### src/rtl/proc_feeder.sv
// Instruction sourcing unit: prefetches ROM words into a small FIFO and drives DIN in the processor's slot/imm cycles.
// Optional issued-instruction counter enabled by defining PROC_FEEDER_STATS_EN.
module proc_feeder #(
  parameter int ADDR_W = 5,
  parameter int DEPTH  = 4
) (
  input  logic              Clock,
  input  logic              Resetn,
  input  logic              Go,
  input  logic              Done,
  output logic [8:0]        DIN,
  output logic              Run,
  output logic              BadOp,
  output logic [ADDR_W-1:0] MemAddr,
  output logic              MemRd,
  input  logic [8:0]        MemData,
  output logic [15:0]       InstrCount
);

  localparam int PTR_W = (DEPTH > 1) ? $clog2(DEPTH) : 1;
  localparam int CNT_W = PTR_W + 1;
  localparam logic [2:0] OP_MVI = 3'b001;

  logic              first_q;
  logic              done_q;
  logic              imm_q;
  logic              inflight_q;
  logic [ADDR_W-1:0] pc_q;
  logic [8:0]        fifo_q [DEPTH];
  logic [PTR_W-1:0]  rd_ptr_q;
  logic [PTR_W-1:0]  wr_ptr_q;
  logic [CNT_W-1:0]  count_q;
  logic [CNT_W-1:0]  occupancy;
  logic              slot;
  logic              push;
  logic              pop;
  logic              imm_next;
  logic              fetch;
  logic [8:0]        head;
  logic [2:0]        head_op;

  assign slot      = first_q | done_q;
  assign head      = fifo_q[rd_ptr_q];
  assign head_op   = head[8:6];
  assign push      = inflight_q;
  // Reads still in flight are counted so the FIFO can never overflow.
  assign occupancy = count_q + CNT_W'(inflight_q);
  assign fetch     = Resetn & Go & (occupancy < CNT_W'(DEPTH));
  assign MemRd     = fetch;
  assign MemAddr   = pc_q;

  always_comb begin
    DIN      = '0;
    Run      = 1'b0;
    BadOp    = 1'b0;
    pop      = 1'b0;
    imm_next = 1'b0;
    if (imm_q) begin
      DIN = head;
      pop = 1'b1;
    end else if (slot && (count_q != '0)) begin
      if (head_op[2]) begin
        BadOp = 1'b1;
        pop   = 1'b1;
      end else if (Go && (head_op != OP_MVI)) begin
        DIN = head;
        Run = 1'b1;
        pop = 1'b1;
      end else if (Go && (count_q >= CNT_W'(2))) begin
        // mvi only leaves with its immediate already buffered behind it.
        DIN      = head;
        Run      = 1'b1;
        pop      = 1'b1;
        imm_next = 1'b1;
      end
    end
  end

  always_ff @(posedge Clock or negedge Resetn) begin
    if (!Resetn) begin
      first_q    <= 1'b1;
      done_q     <= 1'b0;
      imm_q      <= 1'b0;
      inflight_q <= 1'b0;
      pc_q       <= '0;
      rd_ptr_q   <= '0;
      wr_ptr_q   <= '0;
      count_q    <= '0;
    end else begin
      first_q    <= 1'b0;
      done_q     <= Done;
      imm_q      <= imm_next;
      inflight_q <= fetch;
      if (fetch) pc_q <= pc_q + ADDR_W'(1);
      if (push) wr_ptr_q <= wr_ptr_q + PTR_W'(1);
      if (pop) rd_ptr_q <= rd_ptr_q + PTR_W'(1);
      case ({push, pop})
        2'b10:   count_q <= count_q + CNT_W'(1);
        2'b01:   count_q <= count_q - CNT_W'(1);
        default: count_q <= count_q;
      endcase
    end
  end

  always_ff @(posedge Clock) begin
    if (push) fifo_q[wr_ptr_q] <= MemData;
  end

`ifdef PROC_FEEDER_STATS_EN
  always_ff @(posedge Clock or negedge Resetn) begin
    if (!Resetn) begin
      InstrCount <= '0;
    end else if (Run && (InstrCount != 16'hFFFF)) begin
      InstrCount <= InstrCount + 16'd1;
    end
  end
`else
  assign InstrCount = '0;
`endif

endmodule

### config.mk
export PLATFORM = sky130hd
export DESIGN_NAME = proc_feeder
export DESIGN_NICKNAME = d
export VERILOG_FILES = /design/src/rtl/proc_feeder.sv
export SDC_FILE = /design/constraint.sdc
export NUM_CORES = 1
export LEC_CHECK = 0
export ABC_AREA = 1
export CORE_MARGIN = 3
export CORE_UTILIZATION = 36
export CTS_CLUSTER_DIAMETER = 60
export DETAILED_ROUTE_END_ITERATION = 7
export PLACE_DENSITY = 0.57
export REMOVE_ABC_BUFFERS = 1
export SLEW_MARGIN = 30
export SYNTH_ARGS = -nofsm -noshare
export SYNTH_HDL_FRONTEND = slang
export SYNTH_SLANG_ARGS = --single-unit
export TNS_END_PERCENT = 1
### constraint.sdc
create_clock -name Clock -period 2.4 [get_ports Clock]
set_input_delay 0.72 -clock Clock [delete_from_list [all_inputs] [get_ports Clock]]
set_output_delay 0.72 -clock Clock [all_outputs]
set_load 0.01 [all_outputs]
== Yosys cells after proc, flatten, opt, wreduce, memory -nomap -nowiden ==
Memory sizes are Yosys's and may differ from the RTL's.
Cells that the tools add are included.

* Bits in registers: 16
* Memory bits (writable): 36
* Input bits: 13
* Memories: 1

{| class="wikitable"
|+ Memories
! name !! words !! width !! rd ports !! clocked after Yosys merged registers in !! wr ports !! RTL line !! RTL
|-
| fifo_q || 4 || 9 || 1 || 0 || 1 || 29 || <nowiki>logic [8:0] fifo_q [DEPTH];</nowiki>
|}

* Add/subtract/negate cells: 6
* Magnitude comparators: 2
* Equality and inequality tests: 3
* Multiplexer cells: 23
* Bitwise gates (word level): 3
* Reductions and logical operators: 5

{| class="wikitable"
|+ Operator list
! operator !! number
|-
| two-way mux 8 bit || 4
|-
| two-way mux 1 bit || 17
|-
| two-way mux 9 bit || 1
|-
| case mux 3 bit (2 select lines) || 1
|-
| adder 5 x 1 -> 5 bit (second input constant) || 1
|-
| adder 2 x 1 -> 2 bit (second input constant) || 2
|-
| adder 3 x 1 -> 3 bit || 1
|-
| adder 3 x 1 -> 3 bit (second input constant) || 1
|-
| greater-or-equal comparator 3 x 2 -> 1 bit (second input constant) || 1
|-
| logical AND 1 bit || 3
|-
| less-than comparator 3 bit (second input constant) || 1
|-
| != test 3 x 1 -> 1 bit (second input constant) || 1
|-
| nonzero test 3 bit || 1
|-
| subtractor 3 x 1 -> 3 bit (second input constant) || 1
|-
| bitwise AND 1 bit || 2
|-
| equality test 2 x 1 -> 1 bit (second input constant) || 1
|-
| equality test 2 bit (second input constant) || 1
|-
| nonzero test 2 bit || 1
|-
| bitwise OR 1 bit || 1
|}

== Logic depth before layout (Yosys ltp) ==
* Depth in word-level cells: 9
* Depth in mapped cells: 14
* Gate-level depth less buffers: 13

== Worst setup path before layout ==
No wires, ideal clock.

* Kind: input to register
* From: input Go
* To: register count_q[2]
* Library setup time: 131 ps
* Arrival: 1992 ps
* Setup slack: 277 ps
* Stages on the path: 10
* Path buffers: 0
* Cells stage by stage: inv_1 nor2_2 nand2_2 nand2_2 ha_1 inv_1 fa_1 a21oi_1 o21ai_0 xor2_1

* Cells in the longest elaborated chain, start to end: 8
* Elaborated cells on any way between the ends: 11
* Those cells by class: 2 x eq/ne; 6 x mux; 3 x reduce/logical

{| class="wikitable"
|+ Ends and longest elaborated chain
! what !! RTL line !! RTL
|-
| start: declaration || 9 || <nowiki>input logic Go,</nowiki>
|-
| logical AND 1 bit || 69 || <nowiki>end else if (Go && (count_q >= CNT_W'(2))) begin</nowiki>
|-
| two-way mux 1 bit || 69 ||
|-
| two-way mux 1 bit (*) || 65 || <nowiki>end else if (Go && (head_op != OP_MVI)) begin</nowiki>
|-
| two-way mux 1 bit (*) || 62 || <nowiki>if (head_op[2]) begin</nowiki>
|-
| two-way mux 1 bit (*) || 61 || <nowiki>end else if (slot && (count_q != '0)) begin</nowiki>
|-
| two-way mux 1 bit (*) || 58 || <nowiki>if (imm_q) begin</nowiki>
|-
| equality test 2 x 1 -> 1 bit / equality test 2 bit (equally long branches) || 97 || <nowiki>case ({push, pop})</nowiki>
|-
| case mux 3 bit (2 select lines) / nonzero test 2 bit (equally long branches) || -- ||
|-
| end signal: assignment || 98 || <nowiki>2'b10: count_q <= count_q + CNT_W'(1);</nowiki>
|-
| end signal: assignment || 99 || <nowiki>2'b01: count_q <= count_q - CNT_W'(1);</nowiki>
|-
| end signal: assignment || 100 || <nowiki>default: count_q <= count_q;</nowiki>
|-
| end: declaration || 32 || <nowiki>logic [CNT_W-1:0] count_q;</nowiki>
|}

Every way passes the cells marked *; elsewhere a longest branch is shown, timed or not.
A chain may end at the register's enable or synchronous reset.

== Final worst setup path ==
* From: register rd_ptr_q[0]
* To: output DIN[3]

* Cells in the longest elaborated chain, start to end: 7
* Elaborated cells on any way between the ends: 8
* Those cells by class: 1 x eq/ne; 5 x mux; 1 x reduce/logical; 1 x memory

{| class="wikitable"
|+ Ends and longest elaborated chain
! what !! RTL line !! RTL
|-
| start: declaration || 30 || <nowiki>logic [PTR_W-1:0] rd_ptr_q;</nowiki>
|-
| start signal: assignment || 96 || <nowiki>if (pop) rd_ptr_q <= rd_ptr_q + PTR_W'(1);</nowiki>
|-
| memory (4 x 9 bit) (*) || -- ||
|-
| != test 3 x 1 -> 1 bit || 65 ||
|-
| logical AND 1 bit || 65 ||
|-
| two-way mux 8 bit || 65 ||
|-
| two-way mux 8 bit || 62 ||
|-
| two-way mux 8 bit || 61 ||
|-
| two-way mux 9 bit (*) || 58 ||
|-
| end: declaration || 11 || <nowiki>output logic [8:0] DIN,</nowiki>
|}

Marked as above.

==> impl_metrics.env <==
export IMPL_clk_path_buf_depth=2
export IMPL_power_ir_vdd_worst_mv=0.3883
export IMPL_ys_seq_area_frac=0.6031
export IMPL_vias_per_cell=4.493
export IMPL_kind_of_end_point_of_the_critical_path="output pin"
export IMPL_layout_core_utilization=0.4976
export IMPL_synth_cells_most_frequent="sky130_fd_sc_hd__edfxtp_1 (36), sky130_fd_sc_hd__nand2_1 (27), sky130_fd_sc_hd__buf_4 (19), sky130_fd_sc_hd__inv_1 (19), sky130_fd_sc_hd__nor2_1 (16)"
export IMPL_synth_main_ff_cell="sky130_fd_sc_hd__edfxtp_1"
export IMPL_period_share=1.020
export IMPL_min_delay_path_depth=2
export IMPL_final_setup_worst_slack_ns=-0.04695
export IMPL_ctsHoldBuffers=0
export IMPL_floorplan_die_width_um=88.64
export IMPL_post_drt_wl_per_cell_um=12.88
export IMPL_post_layout_nonfiller_instances=365
export IMPL_timing_max_cap_violations=0
export IMPL_design_area_um2=3232
export IMPL_critical_path_class="flop to output pin"
export IMPL_vias=1640
export IMPL_timing_clock_skew_ns=0.005244
export IMPL_globalRoute_totalOverflow=0
export IMPL_final_setup_tns_ns=-0.2735
export IMPL_post_layout_total_power_mw=3.632
export IMPL_final_hold_viol_count=0
export IMPL_timing_critical_path_fanout_max=5
export IMPL_worst_endpoint_arrival_ns=1.73
export IMPL_clock_tree_htree_level_count=2
export IMPL_status="finished with violations"
export IMPL_first_iter_violations=44
export IMPL_timing_reg2reg_worst_path_depth=14
export IMPL_globalplace_congestion=0.7186
export IMPL_worst_r2r_startpoint="rd_ptr_q[1]"
export IMPL_drv_slew=0
export IMPL_synth_warnings=0
export IMPL_dr_pass1_iters=4
export IMPL_design_final_nets=307
export IMPL_synthArstFlopShare=0.3077
export IMPL_synth_area_um2=2459
export IMPL_antenna_violations_before_repair=0
export IMPL_dp_cells=352
export IMPL_first_global_vias=1458
export IMPL_seq_power_share=0.343
export IMPL_diodes_inserted=0
export IMPL_initial_utilization=0.3785
export IMPL_synth_edf_count=36
export IMPL_static_leakage_power_nw=1.409
export IMPL_grt_pass1_wl_um=7210
export IMPL_place_detailed_hpwl_um=3205
export IMPL_worstHoldEndpoint="MemAddr[4]"
export IMPL_core_area_um2=6495
export IMPL_share_of_power_burned_in_the_clock_network=0.141
export IMPL_place_area_um2=3017
export IMPL_timing_critical_path_buf_inv=2
export IMPL_clk_root_buffer_cell="sky130_fd_sc_hd__clkbuf_8"
export IMPL_switching_power_mw=1.382
export IMPL_fmaxAchievable_mhz=408.7
export IMPL_yosys_area_top_type="sky130_fd_sc_hd__edfxtp_1"
export IMPL_cts_tree="built"
export IMPL_worstReg2RegEnd="count_q[2]"
export IMPL_post_synth_num_cell_types=32
export IMPL_synth_cells=215
export IMPL_finalWorstPathRequiredPeriod_ns=2.447
export IMPL_ant_nets=0
export IMPL_cts_reportedPaths_clkPinSlew_ns=0.10
export IMPL_cts_num_sinks=52
export IMPL_std_cell_rows=29
export IMPL_placement_io_buffers=29
export IMPL_finalSetupViolCount=8
export IMPL_maximum_number_of_pins_on_one_net_before_global_route_repair=19
export IMPL_switching_power_as_a_share_of_total_power=0.3805
export IMPL_number_of_primary_i_o_pins=46
export IMPL_critPathRequiredTime_ns=1.68
export IMPL_fill_cell_total_of_the_finished_layout=575
export IMPL_reg2reg_slack_ns=0.04
export IMPL_synth_top_cells_by_area="sky130_fd_sc_hd__edfxtp_1 (44%), sky130_fd_sc_hd__dfrtp_1 (15%), sky130_fd_sc_hd__buf_4 (5.8%), sky130_fd_sc_hd__nand2_1 (4.1%), sky130_fd_sc_hd__ha_1 (3.1%)"
export IMPL_die_area_um2=7857
export IMPL_clock_insertion_delay_worst_skew_ns=0.30
export IMPL_cts_buffers=5
export IMPL_post_route_drc_count=0
export IMPL_detail_route_wirelength_um=4703
export IMPL_post_route_cells_drive_above_1_share=0.3507
export IMPL_rsz0062_at_grt="yes"
export IMPL_origin_of_the_worst_min_delay_path="MemAddr[4]"
export IMPL_synth_avg_cell_area_um2=11.44
export IMPL_cpMaxStageDelayCell="sky130_fd_sc_hd__dfrtp_2"
export IMPL_critical_path_max_stage_delay_ns=0.47
export IMPL_postSynthRegisterBits=52
export IMPL_synth_top_area_share=0.4397
export IMPL_critical_path_top_cell_by_count="sky130_fd_sc_hd__nand3_4"
export IMPL_yosys_cell_count_top_type="sky130_fd_sc_hd__edfxtp_1"
export IMPL_holdCritPathClass="flop to flop"
export IMPL_powerDensity_nw_per_um2=1124
export IMPL_internal_power_mw=2.250
export IMPL_comb_power_share=0.517
export IMPL_violated_checks="setup timing"
export IMPL_critical_path_cell_chain="buf_6, nand2_4, nand3_4, nand2_8, nand4_4, nand3_4, a21oi_2, buf_2"
export IMPL_gr_usage_all_layers=0.1228
export IMPL_crit_family="simple AND/OR/NAND/NOR gates"
export IMPL_cp_start_kind="flop"
export IMPL_syn_to_final_growth_pct=31.45
export IMPL_die_h_um=88.64
[routing by layer]
metal	GRT usage	vias up	routed length, um
met3	0.02980	6	184
met5	0	-	0
met2	0.1869	37	2254
met1	0.1685	760	2171
met4	0.04945	0	92
li1	-	837	-
[placed cells by master, fill, tap and decap left out, types with 3 or more instances in the layout]
| master | n |
|---|---|
| sky130_fd_sc_hd__inv_1 | 17 |
| sky130_fd_sc_hd__o22a_1 | 6 |
| sky130_fd_sc_hd__buf_4 | 37 |
| sky130_fd_sc_hd__nor2_1 | 16 |
| sky130_fd_sc_hd__o21ai_0 | 11 |
| sky130_fd_sc_hd__dfrtp_1 | 13 |
| sky130_fd_sc_hd__clkbuf_8 | 5 |
| sky130_fd_sc_hd__buf_2 | 10 |
| sky130_fd_sc_hd__xor2_1 | 5 |
| sky130_fd_sc_hd__clkdlybuf4s50_1 | 15 |
| sky130_fd_sc_hd__conb_1 | 17 |
| sky130_fd_sc_hd__nand3_2 | 3 |
| sky130_fd_sc_hd__a21oi_2 | 8 |
| sky130_fd_sc_hd__inv_2 | 4 |
| sky130_fd_sc_hd__nand3_4 | 4 |
| sky130_fd_sc_hd__nand3_1 | 7 |
| sky130_fd_sc_hd__buf_6 | 3 |
| sky130_fd_sc_hd__o21ai_1 | 4 |
| sky130_fd_sc_hd__nand2_2 | 5 |
| sky130_fd_sc_hd__nand2_1 | 23 |
| sky130_fd_sc_hd__ha_1 | 6 |
| sky130_fd_sc_hd__edfxtp_1 | 36 |
| sky130_fd_sc_hd__nand2_4 | 5 |
[repair_timing]
| action | CTS | global route |
|---|---|---|
| pin swaps | 9 | 11 |
| endpoints found under the setup margin | 13 | 12 |
| setup buffers | 0 | 4 |
| gates resized for setup | 62 | 24 |
| gates cloned | 1 | 0 |
[metrics by stage]
| stage | setup slack [ns] | hold slack [ns] |
|---|---|---|
| after floorplan | -0.01325 | 0.4244 |
| after global placement | -0.6385 | 0.4849 |
| after detailed placement | -0.6616 | 0.5013 |
| after CTS | -0.1046 | 0.5246 |
| after global routing | -0.1493 | 0.5637 |
| final | -0.04695 | 0.5164 |
[cell type report]
type	count	area, um^2	area share
sequential	52	1485	0.4595
inverter	23	91.34	0.02826
multi-input combinational	136	917.1	0.2838
clock inverter	3	27.53	0.008517
tap	77	96.34	0.02981
clock buffer	5	68.82	0.02129
timing repair buffer	69	545.5	0.1688
[state kept, by name, indices dropped and copies added (netlist names)]
signal / cells
imm_q: 1
first_q: 1
fifo_q: 36
done_q: 1
wr_ptr_q: 2
count_q: 3
inflight_q: 1
MemAddr: 5
rd_ptr_q: 2
[tightest hold or removal path, cell delays in order (launching register included)]
cell                      delay, ns
sky130_fd_sc_hd__dfrtp_1       0.38
sky130_fd_sc_hd__nand2_1       0.06
sky130_fd_sc_hd__nand2_1       0.05
[power groups by stage]
stage          Clock [mW]  Sequential (mW)  Combinational [mW]
2_1_floorplan           0             1.29               0.808
3_3_place_gp            0             1.25                1.69
3_5_place_dp            0             1.25                1.71
4_1_cts             0.525             1.24                1.74
5_1_grt             0.575             1.26                2.08
6_report            0.511             1.24                1.88
[cell families (layout without fill, tap and decap cells)]
family / Yosys count / in the layout / synth area share
AO/OA/AOI/OAI: 32 / 32 / 0.07634
buffers and inverters: 44 / 100 / 0.09974
adder cells (fa/ha/maj): 7 / 7 / 0.03868
AND/OR/NAND/NOR: 72 / 73 / 0.1557
XOR/XNOR: 7 / 7 / 0.02494
flip-flops: 52 / 52 / 0.6031
other: 1 / 17 / 0.001525
[how the worst max path moves through the flow]
stage | startpoint | end | slack, ns | cells past startpoint
detailed placement | Go | DIN[7] | -0.66 | 6
floorplan | rd_ptr_q[0] | count_q[2] | -0.01 | 13
CTS | rd_ptr_q[0] | DIN[0] | -0.10 | 8
global placement | Go | DIN[7] | -0.64 | 6
finish | rd_ptr_q[0] | DIN[3] | -0.05 | 8
global route | rd_ptr_q[0] | DIN[3] | -0.15 | 9
Note: power is estimated with default switching activity, not from simulation.
